## src/rtl/display_pkg.sv

```systemverilog
// Shared types and helpers for the four-digit seven-segment scan controller.
// Used by display_scan_ctrl and scan_slot_timer.
package display_pkg;

  localparam int NUM_DIGITS = 4;
  localparam int NIB_W      = 4;
  localparam int VALUE_W    = NUM_DIGITS * NIB_W;
  localparam int DIGIT_W    = $clog2(NUM_DIGITS);

  localparam logic [NUM_DIGITS-1:0] ANODE_OFF = 4'hF;

  typedef logic [DIGIT_W-1:0] digit_t;

  localparam digit_t LAST_DIGIT = digit_t'(NUM_DIGITS - 1);

  typedef enum logic {
    S_BLANK,
    S_SHOW
  } scan_state_t;

  // One-hot-low anode pattern that lights only digit idx.
  function automatic logic [NUM_DIGITS-1:0] anode_decode(input digit_t idx);
    logic [NUM_DIGITS-1:0] one;
    one = 4'b0001;
    return ~(one << idx);
  endfunction

  // Counter width able to hold 0..n-1 (at least one bit).
  function automatic int cnt_width(input int n);
    return (n > 1) ? $clog2(n) : 1;
  endfunction

endpackage

```

## src/rtl/scan_slot_timer.sv

```systemverilog
// Per-digit slot timer: counts 0..SLOT_CYC-1, flags the leading blank guard
// band and strobes the last cycle of the slot. Held at zero while disabled.
module scan_slot_timer
  import display_pkg::*;
#(
  parameter int SLOT_CYC  = 100000,
  parameter int BLANK_CYC = 1000
) (
  input  logic                          clk,
  input  logic                          res,
  input  logic                          i_en,
  output logic [cnt_width(SLOT_CYC)-1:0] o_cnt,
  output logic                          o_in_blank,
  output logic                          o_slot_last
);

  localparam int CNT_W = cnt_width(SLOT_CYC);

  logic [CNT_W-1:0] r_cnt;

  assign o_cnt       = r_cnt;
  assign o_in_blank  = (r_cnt < CNT_W'(BLANK_CYC));
  assign o_slot_last = (r_cnt == CNT_W'(SLOT_CYC - 1));

  // Slot counter: wraps at the end of each slot, parked at zero when disabled.
  always_ff @(posedge clk) begin
    // NOTE: sequential state is assigned with <= so every register samples
    // pre-edge values and simulation matches the synthesized flops.
    if (res) begin
      r_cnt <= '0;
    end else if (!i_en || o_slot_last) begin
      r_cnt <= '0;
    end else begin
      r_cnt <= r_cnt + CNT_W'(1);
    end
  end

endmodule

```

## src/rtl/display_scan_ctrl.sv

```systemverilog
// Refresh scheduler for a 4-digit multiplexed seven-segment display.
// Drives active-low anodes, digit index and nibble of the lit digit, with a
// blank guard band at the start of each slot and double-buffered updates
// committed only at frame boundaries (or immediately while disabled).
// Optional feature: define SCAN_LZ_BLANK_EN for leading-zero blanking.
module display_scan_ctrl
  import display_pkg::*;
#(
  parameter int SLOT_CYC  = 100000,
  parameter int BLANK_CYC = 1000
) (
  input  logic                  clk,
  input  logic                  res,
  input  logic                  i_en,
  input  logic                  i_load,
  input  logic [VALUE_W-1:0]    i_value_in,
  output logic [NUM_DIGITS-1:0] o_an,
  output logic [DIGIT_W-1:0]    o_digit,
  output logic [NIB_W-1:0]      o_nibble,
  output logic                  o_frame_done,
  output logic                  o_upd_pending
);

  localparam int CNT_W = cnt_width(SLOT_CYC);

  logic [CNT_W-1:0]      w_cnt;
  logic                  w_in_blank;
  logic                  w_slot_last;

  scan_state_t           r_state;
  scan_state_t           w_state_nxt;
  digit_t                r_digit;
  digit_t                w_digit_nxt;
  logic [VALUE_W-1:0]    r_active;
  logic [VALUE_W-1:0]    w_active_nxt;
  logic [VALUE_W-1:0]    r_pending;
  logic [VALUE_W-1:0]    w_pending_nxt;
  logic                  r_upd_pending;
  logic                  w_upd_nxt;
  logic [NUM_DIGITS-1:0] r_an;
  logic [NUM_DIGITS-1:0] w_an_nxt;
  logic [NIB_W-1:0]      r_nibble;
  logic [NIB_W-1:0]      w_nibble_nxt;
  logic                  r_frame_done;
  logic                  w_frame_done_nxt;
  logic                  w_frame_end;
  logic                  w_commit;
  logic                  w_blank_last;
  logic                  w_lit;

  scan_slot_timer #(
    .SLOT_CYC  (SLOT_CYC),
    .BLANK_CYC (BLANK_CYC)
  ) u_timer (
    .clk         (clk),
    .res         (res),
    .i_en        (i_en),
    .o_cnt       (w_cnt),
    .o_in_blank  (w_in_blank),
    .o_slot_last (w_slot_last)
  );

  assign o_an          = r_an;
  assign o_digit       = r_digit;
  assign o_nibble      = r_nibble;
  assign o_frame_done  = r_frame_done;
  assign o_upd_pending = r_upd_pending;

  // Decide whether the digit about to be shown is allowed to light.
`ifdef SCAN_LZ_BLANK_EN
  assign w_lit = (w_digit_nxt == '0) ||
                 ((w_active_nxt >> {w_digit_nxt, 2'b00}) != '0);
`else
  assign w_lit = 1'b1;
`endif

  // Next-state and next-output decode for the scan FSM and display buffers.
  always_comb begin
    // NOTE: every signal gets a default first so no path leaves it unassigned,
    // which would otherwise infer a latch.
    w_state_nxt      = r_state;
    w_digit_nxt      = r_digit;
    w_active_nxt     = r_active;
    w_pending_nxt    = r_pending;
    w_upd_nxt        = r_upd_pending;

    w_frame_end  = w_slot_last && (r_digit == LAST_DIGIT);
    w_commit     = !i_en || w_frame_end;
    w_blank_last = w_in_blank && (w_cnt == CNT_W'(BLANK_CYC - 1));

    if (!i_en) begin
      w_state_nxt = S_BLANK;
      w_digit_nxt = '0;
    end else if (w_slot_last) begin
      w_state_nxt = S_BLANK;
      w_digit_nxt = r_digit + digit_t'(1);
    end else if (w_blank_last) begin
      w_state_nxt = S_SHOW;
    end

    // A load on a commit edge bypasses the pending buffer and wins over it.
    if (w_commit) begin
      if (i_load) begin
        w_active_nxt = i_value_in;
      end else if (r_upd_pending) begin
        w_active_nxt = r_pending;
      end
      w_upd_nxt = 1'b0;
    end else if (i_load) begin
      w_pending_nxt = i_value_in;
      w_upd_nxt     = 1'b1;
    end

    // Next cycle is the last of digit 3's slot.
    w_frame_done_nxt = i_en && (w_cnt == CNT_W'(SLOT_CYC - 2)) &&
                       (r_digit == LAST_DIGIT);

    w_nibble_nxt = w_active_nxt[{w_digit_nxt, 2'b00} +: NIB_W];
    w_an_nxt     = ((w_state_nxt == S_SHOW) && w_lit) ?
                   anode_decode(w_digit_nxt) : ANODE_OFF;
  end

  // Scan FSM, display buffers and registered outputs.
  always_ff @(posedge clk) begin
    if (res) begin
      r_state       <= S_BLANK;
      r_digit       <= '0;
      r_active      <= '0;
      r_pending     <= '0;
      r_upd_pending <= 1'b0;
      r_an          <= ANODE_OFF;
      r_nibble      <= '0;
      r_frame_done  <= 1'b0;
    end else begin
      r_state       <= w_state_nxt;
      r_digit       <= w_digit_nxt;
      r_active      <= w_active_nxt;
      r_pending     <= w_pending_nxt;
      r_upd_pending <= w_upd_nxt;
      r_an          <= w_an_nxt;
      r_nibble      <= w_nibble_nxt;
      r_frame_done  <= w_frame_done_nxt;
    end
  end

endmodule

```

## config.mk

```make
export PLATFORM = sky130hd
export DESIGN_NAME = display_scan_ctrl
export DESIGN_NICKNAME = d
export VERILOG_FILES = /design/src/rtl/display_pkg.sv /design/src/rtl/scan_slot_timer.sv /design/src/rtl/display_scan_ctrl.sv
export SDC_FILE = /design/constraint.sdc
export NUM_CORES = 1
export LEC_CHECK = 0
export CAP_MARGIN = 20
export CORE_MARGIN = 2
export CORE_UTILIZATION = 30
export DETAILED_ROUTE_END_ITERATION = 12
export PLACE_DENSITY_LB_ADDON = 0.08
export SLEW_MARGIN = 25
export SYNTH_ARGS = -nofsm -noshare
export SYNTH_HDL_FRONTEND = slang
export SYNTH_SLANG_ARGS = --single-unit
```

## constraint.sdc

```tcl
create_clock -name clk -period 2.4 [get_ports clk]
set_clock_uncertainty 0.15 [all_clocks]
set_input_delay 0.36 -clock clk [delete_from_list [all_inputs] [get_ports clk]]
set_output_delay 0.36 -clock clk [all_outputs]
set_load 0.05 [all_outputs]
```

==> results of run 1 <==
==> worst register-to-register path, delay by kind of cell, from the launching register on <==
family / cells / cell delay, ps
multiplexers: 1 / 80
AO/OA/AOI/OAI: 2 / 320
flip-flops: 1 / 320
buffers and inverters: 1 / 180
AND/OR/NAND/NOR: 3 / 1360
==> registers in the layout, indices dropped and copies added, names as in the netlist <==
name / cells
o_digit: 2
o_frame_done: 1
r_active: 16
u_timer.o_cnt: 17
o_upd_pending: 1
r_state: 1
o_an: 4
r_pending: 16
o_nibble: 4
==> worst max path at each step <==
stage | from | end | slack (ps) | depth (start not counted)
2_1_floorplan | u_timer.o_cnt[6]$_SDFF_PP0_ | o_nibble[0]$_SDFF_PP0_ | -50 | 7
3_3_place_gp | u_timer.o_cnt[6]$_SDFF_PP0_ | o_nibble[0]$_SDFF_PP0_ | -110 | 7
3_5_place_dp | u_timer.o_cnt[16]$_SDFF_PP0_ | o_nibble[0]$_SDFF_PP0_ | -160 | 7
4_1_cts | u_timer.o_cnt[13]$_SDFF_PP0_ | o_nibble[1]$_SDFF_PP0_ | -140 | 6
5_1_grt | u_timer.o_cnt[6]$_SDFF_PP0_ | o_nibble[1]$_SDFF_PP0_ | -190 | 7
6_report | u_timer.o_cnt[6]$_SDFF_PP0_ | o_nibble[2]$_SDFF_PP0_ | -80 | 7
==> through the flow <==
step / worst slack [ps] / instance area (µm²)
floorplan: -45.8 / 2990
global placement: -106 / 3830
detailed placement: -156 / 3830
CTS: -142 / 4040
global route: -193 / 4110
finish: -79.0 / 4110
==> cell usage in the layout (no fill, tap or decap), types with 4 or more instances in the layout <==
cell             Yosys  routed
buf_4                0      58
nand3_1             11      11
a21oi_1             14      13
inv_1               19      19
nor2_1              36      36
nor2b_1             10      10
a221oi_1             8       5
nand2_1              8       8
dfxtp_1             62      58
nand4_1              5       5
o21ai_0              9       9
nand2b_1            13      12
o22ai_1             16      16
mux2i_1             21      20
or3_1                5       5
a211o_1              4       4
clkdlybuf4s50_1      0      30
clkbuf_8             0      11
o2111ai_1            4       4
xor2_1              11      11
a41o_1               8       8
o211ai_1             4       4
o22a_1               8       8
==> cells by family (layout without fill, tap and decap cells) <==
logic type / Yosys count / in the layout
mux: 21 / 21
flops: 62 / 62
simple gates: 105 / 106
buf+inv: 39 / 128
compound gates: 84 / 84
xor+xnor: 12 / 12
fa+ha+maj: 3 / 3
==> metal layers <==
metal	vias up	wire length, µm
li1	1369	-
met1	1193	4210
met2	46	3590
met3	11	279
met4	0	165
met5	-	0
==> area by class of cell <==
| cell class | instances | area (µm²) | area share (%) |
|---|---|---|---|
| clock buffer | 12 | 155 | 3.78 |
| clock inverter | 4 | 45.0 | 1.10 |
| inverter | 20 | 75.1 | 1.83 |
| multi-input combinational | 226 | 1620 | 39.3 |
| sequential | 62 | 1250 | 30.5 |
| tap | 133 | 166 | 4.05 |
| timing repair buffer | 92 | 798 | 19.4 |
==> synth_stat cells (all sizes together) <==
library cell	n
a211oi	4
a211o	4
nand2b	13
ha	3
nand2	8
o211ai	4
a41o	8
o31ai	2
o22ai	16
nand3	11
clkbuf	15
o31a	1
and2	1
and4	2
a31oi	1
nor2	37
o2111ai	4
nand4bb	1
inv	19
a41oi	1
a21oi	14
xor2	11
dfxtp	62
nor3	1
or4bb	1
nand4	5
xnor2	1
buf	4
and3	2
a221oi	8
o22a	8
or4	1
nand4b	1
nor4	4
clkinv	1
nor2b	10
mux2i	21
or2	1
o21ai	9
or3	5
or4b	1
==> power by group through the flow <==
| stage | Combinational, mW | Sequential (mW) | Clock, mW |
|---|---|---|---|
| 6_report | 0.320 | 1.09 | 0.957 |
| 5_1_grt | 0.352 | 1.09 | 1.03 |
| 4_1_cts | 0.314 | 1.09 | 0.987 |
| 3_5_place_dp | 0.309 | 1.11 | 0 |
| 3_3_place_gp | 0.307 | 1.11 | 0 |
| 2_1_floorplan | 0.163 | 1.12 | 0 |
==> what timing repair did <==
| item | in CTS | in global routing |
|---|---|---|
| endpoints found under the setup margin | 15 | 40 |
| setup buffers | 0 | 3 |
| pin swaps | 4 | 7 |
| gates resized for setup | 2 | 9 |
| cloned | 1 | 0 |
| hold endpoints to repair | 0 | 0 |
| hold buffers | 0 | 0 |
==> results.json, run 1 <==
{
  "wire_per_inst_um": 15.0,
  "cp_num_buf_inv": 1,
  "dpl.hpwl_um": 5860,
  "drt_drc_violations_left": 0,
  "grt_use_total_pct": 16.8,
  "worstPathMaxFanout": 4,
  "grt_remaining_overflow": 0,
  "rr_startpoint": "u_timer.o_cnt[6]$_SDFF_PP0_",
  "maxCapViolCount": 0,
  "p_comb_share_pct": 13.5,
  "cts_buffer_depth": 2,
  "fin_setup_tns_ps": -302,
  "ant_nets": 0,
  "syn_avg_cell_area_um2": 9.03,
  "worstPathArrival_ps": 2620,
  "reg2reg_to": "o_nibble[2]$_SDFF_PP0_",
  "io_buffers": 31,
  "grt_max_degree": 28,
  "top_usage_layer": "met2",
  "yosysWarnings": 0,
  "synthCells": 326,
  "drt_iter0_drc": 112,
  "ys_ff_latch": 62,
  "vias": 2619,
  "violations": "negative setup slack",
  "worst-setup-path-type": "reg -> reg",
  "ff2ff_setup_slack_ps": -80,
  "cpMaxStageDelayCell": "or4b_4",
  "rsz0062_at_grt": "true",
  "cp_top_family": "simple AND/OR/NAND/NOR gates",
  "gp_congestion": 0.773,
  "worst_pin_slew_ps": 501,
  "viasPerCell": 4.77,
  "synth_compound_area_share_pct": 20.7,
  "synthSimpleGateAreaFrac_pct": 19.6,
  "grt_use_met3_pct": 3.86,
  "synth_cell_type_count": 45,
  "whs_endpoint": "r_pending[0]$_SDFFE_PP0P_",
  "drive_gt1_share_pct": 23.6,
  "num_antenna_cells": 0,
  "cts_buffers": 9,
  "layout_min_cycle_time_ps": 2480,
  "cts_tree": "yes",
  "period_share_pct": 103,
  "finalWorstSetupSlack_ps": -79.0,
  "use_met1_pct": 22.3,
  "outcome": "complete, but fails checks",
  "p_int_mw": 1.76,
  "yosys-top-cells-area": "dfxtp_1, mux2i_1, nor2_1",
  "grt_pass1_wl_um": 13300,
  "synth_xor_area_share_pct": 3.57,
  "met2_usage_pct": 25.5,
  "path_cells": "or4bb_4 -> nor4_4 -> buf_4 -> mux2i_2 -> or4b_4 -> a211o_1 -> o211ai_1",
  "max_freq_ghz": 0.403,
  "core-area_mm2": 0.00964,
  "hold_slack_ps": 356,
  "hp-class": "reg -> reg",
  "crit_path_start_kind": "flip-flop",
  "synthDominantCellAreaShare_pct": 42.2,
  "total_power_mw": 2.36,
  "grt_antenna_before_repair": 0,
  "place_inst": 529,
  "syn_nets": 349,
  "whs_path_depth": 2,
  "instances_no_fill": 549,
  "first_pass_iters": 4,
  "synth_fa_ha_area_share_pct": 1.27,
  "die_h_um": 103,
  "required_ps": 2540,
  "hold_viol": 0,
  "ys_seq_area_share_pct": 42.2,
  "start_util_pct": 30.5,
  "hold_path.startpoint": "r_pending[0]$_SDFFE_PP0P_",
  "p_seq_share_pct": 45.9,
  "nFillCells": 1027,
  "die_area_mm2": 0.0106,
  "synth_top_family_by_area": "compound AO/OA/AOI/OAI gates",
  "flow.area_growth_from_synthesis_pct": 39.5,
  "powerDensity_mw_per_mm2": 575,
  "cts.htree.levels": 3,
  "syn_area_mm2": 0.00294,
  "drt-total-wl_um": 8250,
  "insertion_delay_ps": 360,
  "synth_top_cell_by_area": "dfxtp_1",
  "power_switching_mw": 0.605,
  "cts_root_buffer": "clkbuf_8",
  "final_nets": 434,
  "synthMuxAreaShare_pct": 7.14,
  "power_frac_clock_pct": 40.5,
  "final_core_util_pct": 42.6,
  "reg2regPathDepth": 7,
  "grt_pass1_vias": 2633,
  "slew_headroom_pct": 66.5,
  "clkTransAtPathRegs_ps": 70,
  "sw_frac_of_total_pct": 25.6,
  "io_pins": 32,
  "critical_path.max_stage_delay_ps": 560,
  "cts_sinks": 62,
  "fp.dieW_um": 103,
  "endpoint_kind": "flip-flop",
  "slew_violations": 0,
  "setup_viol": 4,
  "core.rowCount": 36,
  "ir_drop_uv": 253,
  "p_leak_nw": 1.61
}
No activity file was read; power rests on OpenSTA's default activity.
==> run 2, diff against run 1 <==
--- a/config.mk
+++ b/config.mk
@@ -8,6 +8,8 @@
 export CAP_MARGIN = 20
 export CORE_MARGIN = 2
 export CORE_UTILIZATION = 30
+export CTS_BUF_LIST = sky130_fd_sc_hd__clkbuf_4
+export CTS_CLUSTER_DIAMETER = 80
 export DETAILED_ROUTE_END_ITERATION = 12
 export PLACE_DENSITY_LB_ADDON = 0.08
 export SLEW_MARGIN = 25
==> results.json, run 2 (synthesized netlist as in run 1, its figures left out) <==
{
  "cts_sinks": 62,
  "endpoint_kind": "flip-flop",
  "hold_path.startpoint": "r_pending[3]$_SDFFE_PP0P_",
  "vias": 2652,
  "hp-class": "reg -> reg",
  "place_inst": 529,
  "instances_no_fill": 550,
  "dpl.hpwl_um": 5860,
  "wire_per_inst_um": 15.0,
  "cts_buffers": 9,
  "postCtsHoldBufs": 0,
  "crit_cells": 7,
  "cts.htree.levels": 3,
  "p_leak_nw": 1.60,
  "path_cells": "or4bb_4 -> nor4_4 -> buf_4 -> mux2i_2 -> or4b_4 -> a211o_1 -> o211ai_1",
  "slew_headroom_pct": 66.5,
  "required_ps": 2610,
  "io_pins": 32,
  "drt_drc_violations_left": 0,
  "rsz0062_at_grt": "true",
  "grt_antenna_before_repair": 0,
  "start_util_pct": 30.5,
  "worst_pin_slew_ps": 501,
  "drt-total-wl_um": 8260,
  "fp.dieW_um": 103,
  "met2_usage_pct": 25.7,
  "max_freq_ghz": 0.398,
  "worstPathArrival_ps": 2720,
  "core.rowCount": 36,
  "cp_top_family": "simple AND/OR/NAND/NOR gates",
  "core-area_mm2": 0.00964,
  "drive_gt1_share_pct": 24.5,
  "flow.area_growth_from_synthesis_pct": 38.0,
  "finalWorstSetupSlack_ps": -110,
  "slew_violations": 0,
  "powerDensity_mw_per_mm2": 523,
  "grt_max_degree": 28,
  "grt_remaining_overflow": 0,
  "worst-setup-path-type": "reg -> reg",
  "place_area_mm2": 0.00383,
  "ff2ff_setup_slack_ps": -110,
  "cp-startpoint": "u_timer.o_cnt[6]$_SDFF_PP0_",
  "num_antenna_cells": 0,
  "rr_startpoint": "u_timer.o_cnt[6]$_SDFF_PP0_",
  "worstPathMaxFanout": 4,
  "postLayoutCellArea_mm2": 0.00406,
  "setup_viol": 6,
  "critical_path.max_stage_delay_ps": 550,
  "cts_root_buffer": "clkbuf_4",
  "largest_reg_flops": 17,
  "whs_path_depth": 2,
  "viasPerCell": 4.82,
  "grt_use_met3_pct": 4.88,
  "dp_slack_ps": -156,
  "reg2reg_to": "o_nibble[2]$_SDFF_PP0_",
  "grt_use_total_pct": 16.7,
  "drt_iter0_drc": 81,
  "insertion_delay_ps": 430,
  "clkTransAtPathRegs_ps": 110,
  "cts_tree": "yes",
  "period_share_pct": 105,
  "final_nets": 435,
  "total_power_mw": 2.13,
  "cts_buffer_depth": 2,
  "whs_endpoint": "r_pending[3]$_SDFFE_PP0P_",
  "crit_path_start_kind": "flip-flop",
  "top_usage_layer": "met2",
  "die_area_mm2": 0.0106,
  "first_pass_iters": 4,
  "fin_setup_tns_ps": -442,
  "use_met1_pct": 22.2,
  "hold_viol": 0,
  "ant_nets": 0,
  "layout_commonest_cell": "buf_4",
  "layout_min_cycle_time_ps": 2510,
  "grt_pass1_vias": 2637,
  "ir_drop_uv": 220,
  "cpMaxStageDelayCell": "or4bb_4",
  "reg2regPathDepth": 7,
  "gp_congestion": 0.773,
  "cp_num_buf_inv": 1,
  "grt_pass1_wl_um": 13400,
  "io_buffers": 31,
  "maxCapViolCount": 0,
  "violations": "negative setup slack",
  "die_h_um": 103,
  "layout_common_cells": "buf_4, dfxtp_1, nor2_1, clkdlybuf4s50_1, mux2i_1",
  "outcome": "complete, but fails checks"
}
run 2: cell types whose count changed in the layout (fill, tap and decap cells not counted), sizes merged:
cell,before,now
clkinv,4,6
clkbuf,12,10
buf,62,63
run 2: worst max-delay path by stage:
stage / endpoint / slack (ps)
floorplan: o_nibble[0]$_SDFF_PP0_ / -50
global placement: o_nibble[0]$_SDFF_PP0_ / -110
detailed placement: o_nibble[0]$_SDFF_PP0_ / -160
CTS: o_nibble[1]$_SDFF_PP0_ / -140
global route: o_nibble[1]$_SDFF_PP0_ / -220
finish: o_nibble[2]$_SDFF_PP0_ / -110
run 2: timing repair:
action / in CTS / in global routing
pin swaps: 4 / 9
cloned: 1 / 0
buffers inserted: 0 / 4
resized for setup: 2 / 14
endpoints found under the setup margin: 19 / 41
run 2: final cells by class:
| cell class | instances | area [µm²] |
|---|---|---|
| clock buffers | 10 | 75.1 |
| clock inverters | 6 | 52.6 |
| fillers | 1033 | 5580 |
| inverters | 20 | 75.1 |
| multi-input cells | 226 | 1640 |
| flip-flops and latches | 62 | 1250 |
| well taps | 133 | 166 |
| repair buffers | 93 | 806 |
run 2: routing by layer:
metal | vias up | share of wire (%) | wire, µm
met5 | - | 0 | 0
met4 | 0 | 1.3 | 104
met3 | 11 | 3.8 | 316
met2 | 46 | 44 | 3660
met1 | 1220 | 51 | 4180
li1 | 1375 | - | -
run 2: report_power, final:
part,switching [mW],leakage [nW],total (mW),internal (mW)
clock network,0.396,0.0750,0.713,0.317
registers,0.0202,0.509,1.09,1.06
logic,0.162,1.02,0.327,0.165
total,0.578,1.60,2.13,1.55
run 2: worst reg2reg max path, stage by stage (launching register included):
cell	delay [ps]
dfxtp_2	340
or4bb_4	550
nor4_4	290
buf_4	170
mux2i_2	80
or4b_4	550
a211o_1	240
o211ai_1	80
run 2: through the flow:
| stage | hold slack [ps] | util (%) |
|---|---|---|
| floorplan | 303 | - |
| global placement | 332 | 39.7 |
| detailed placement | 338 | 39.7 |
| CTS | 373 | 41.2 |
| global route | 396 | 42.2 |
| finish | 364 | 42.2 |
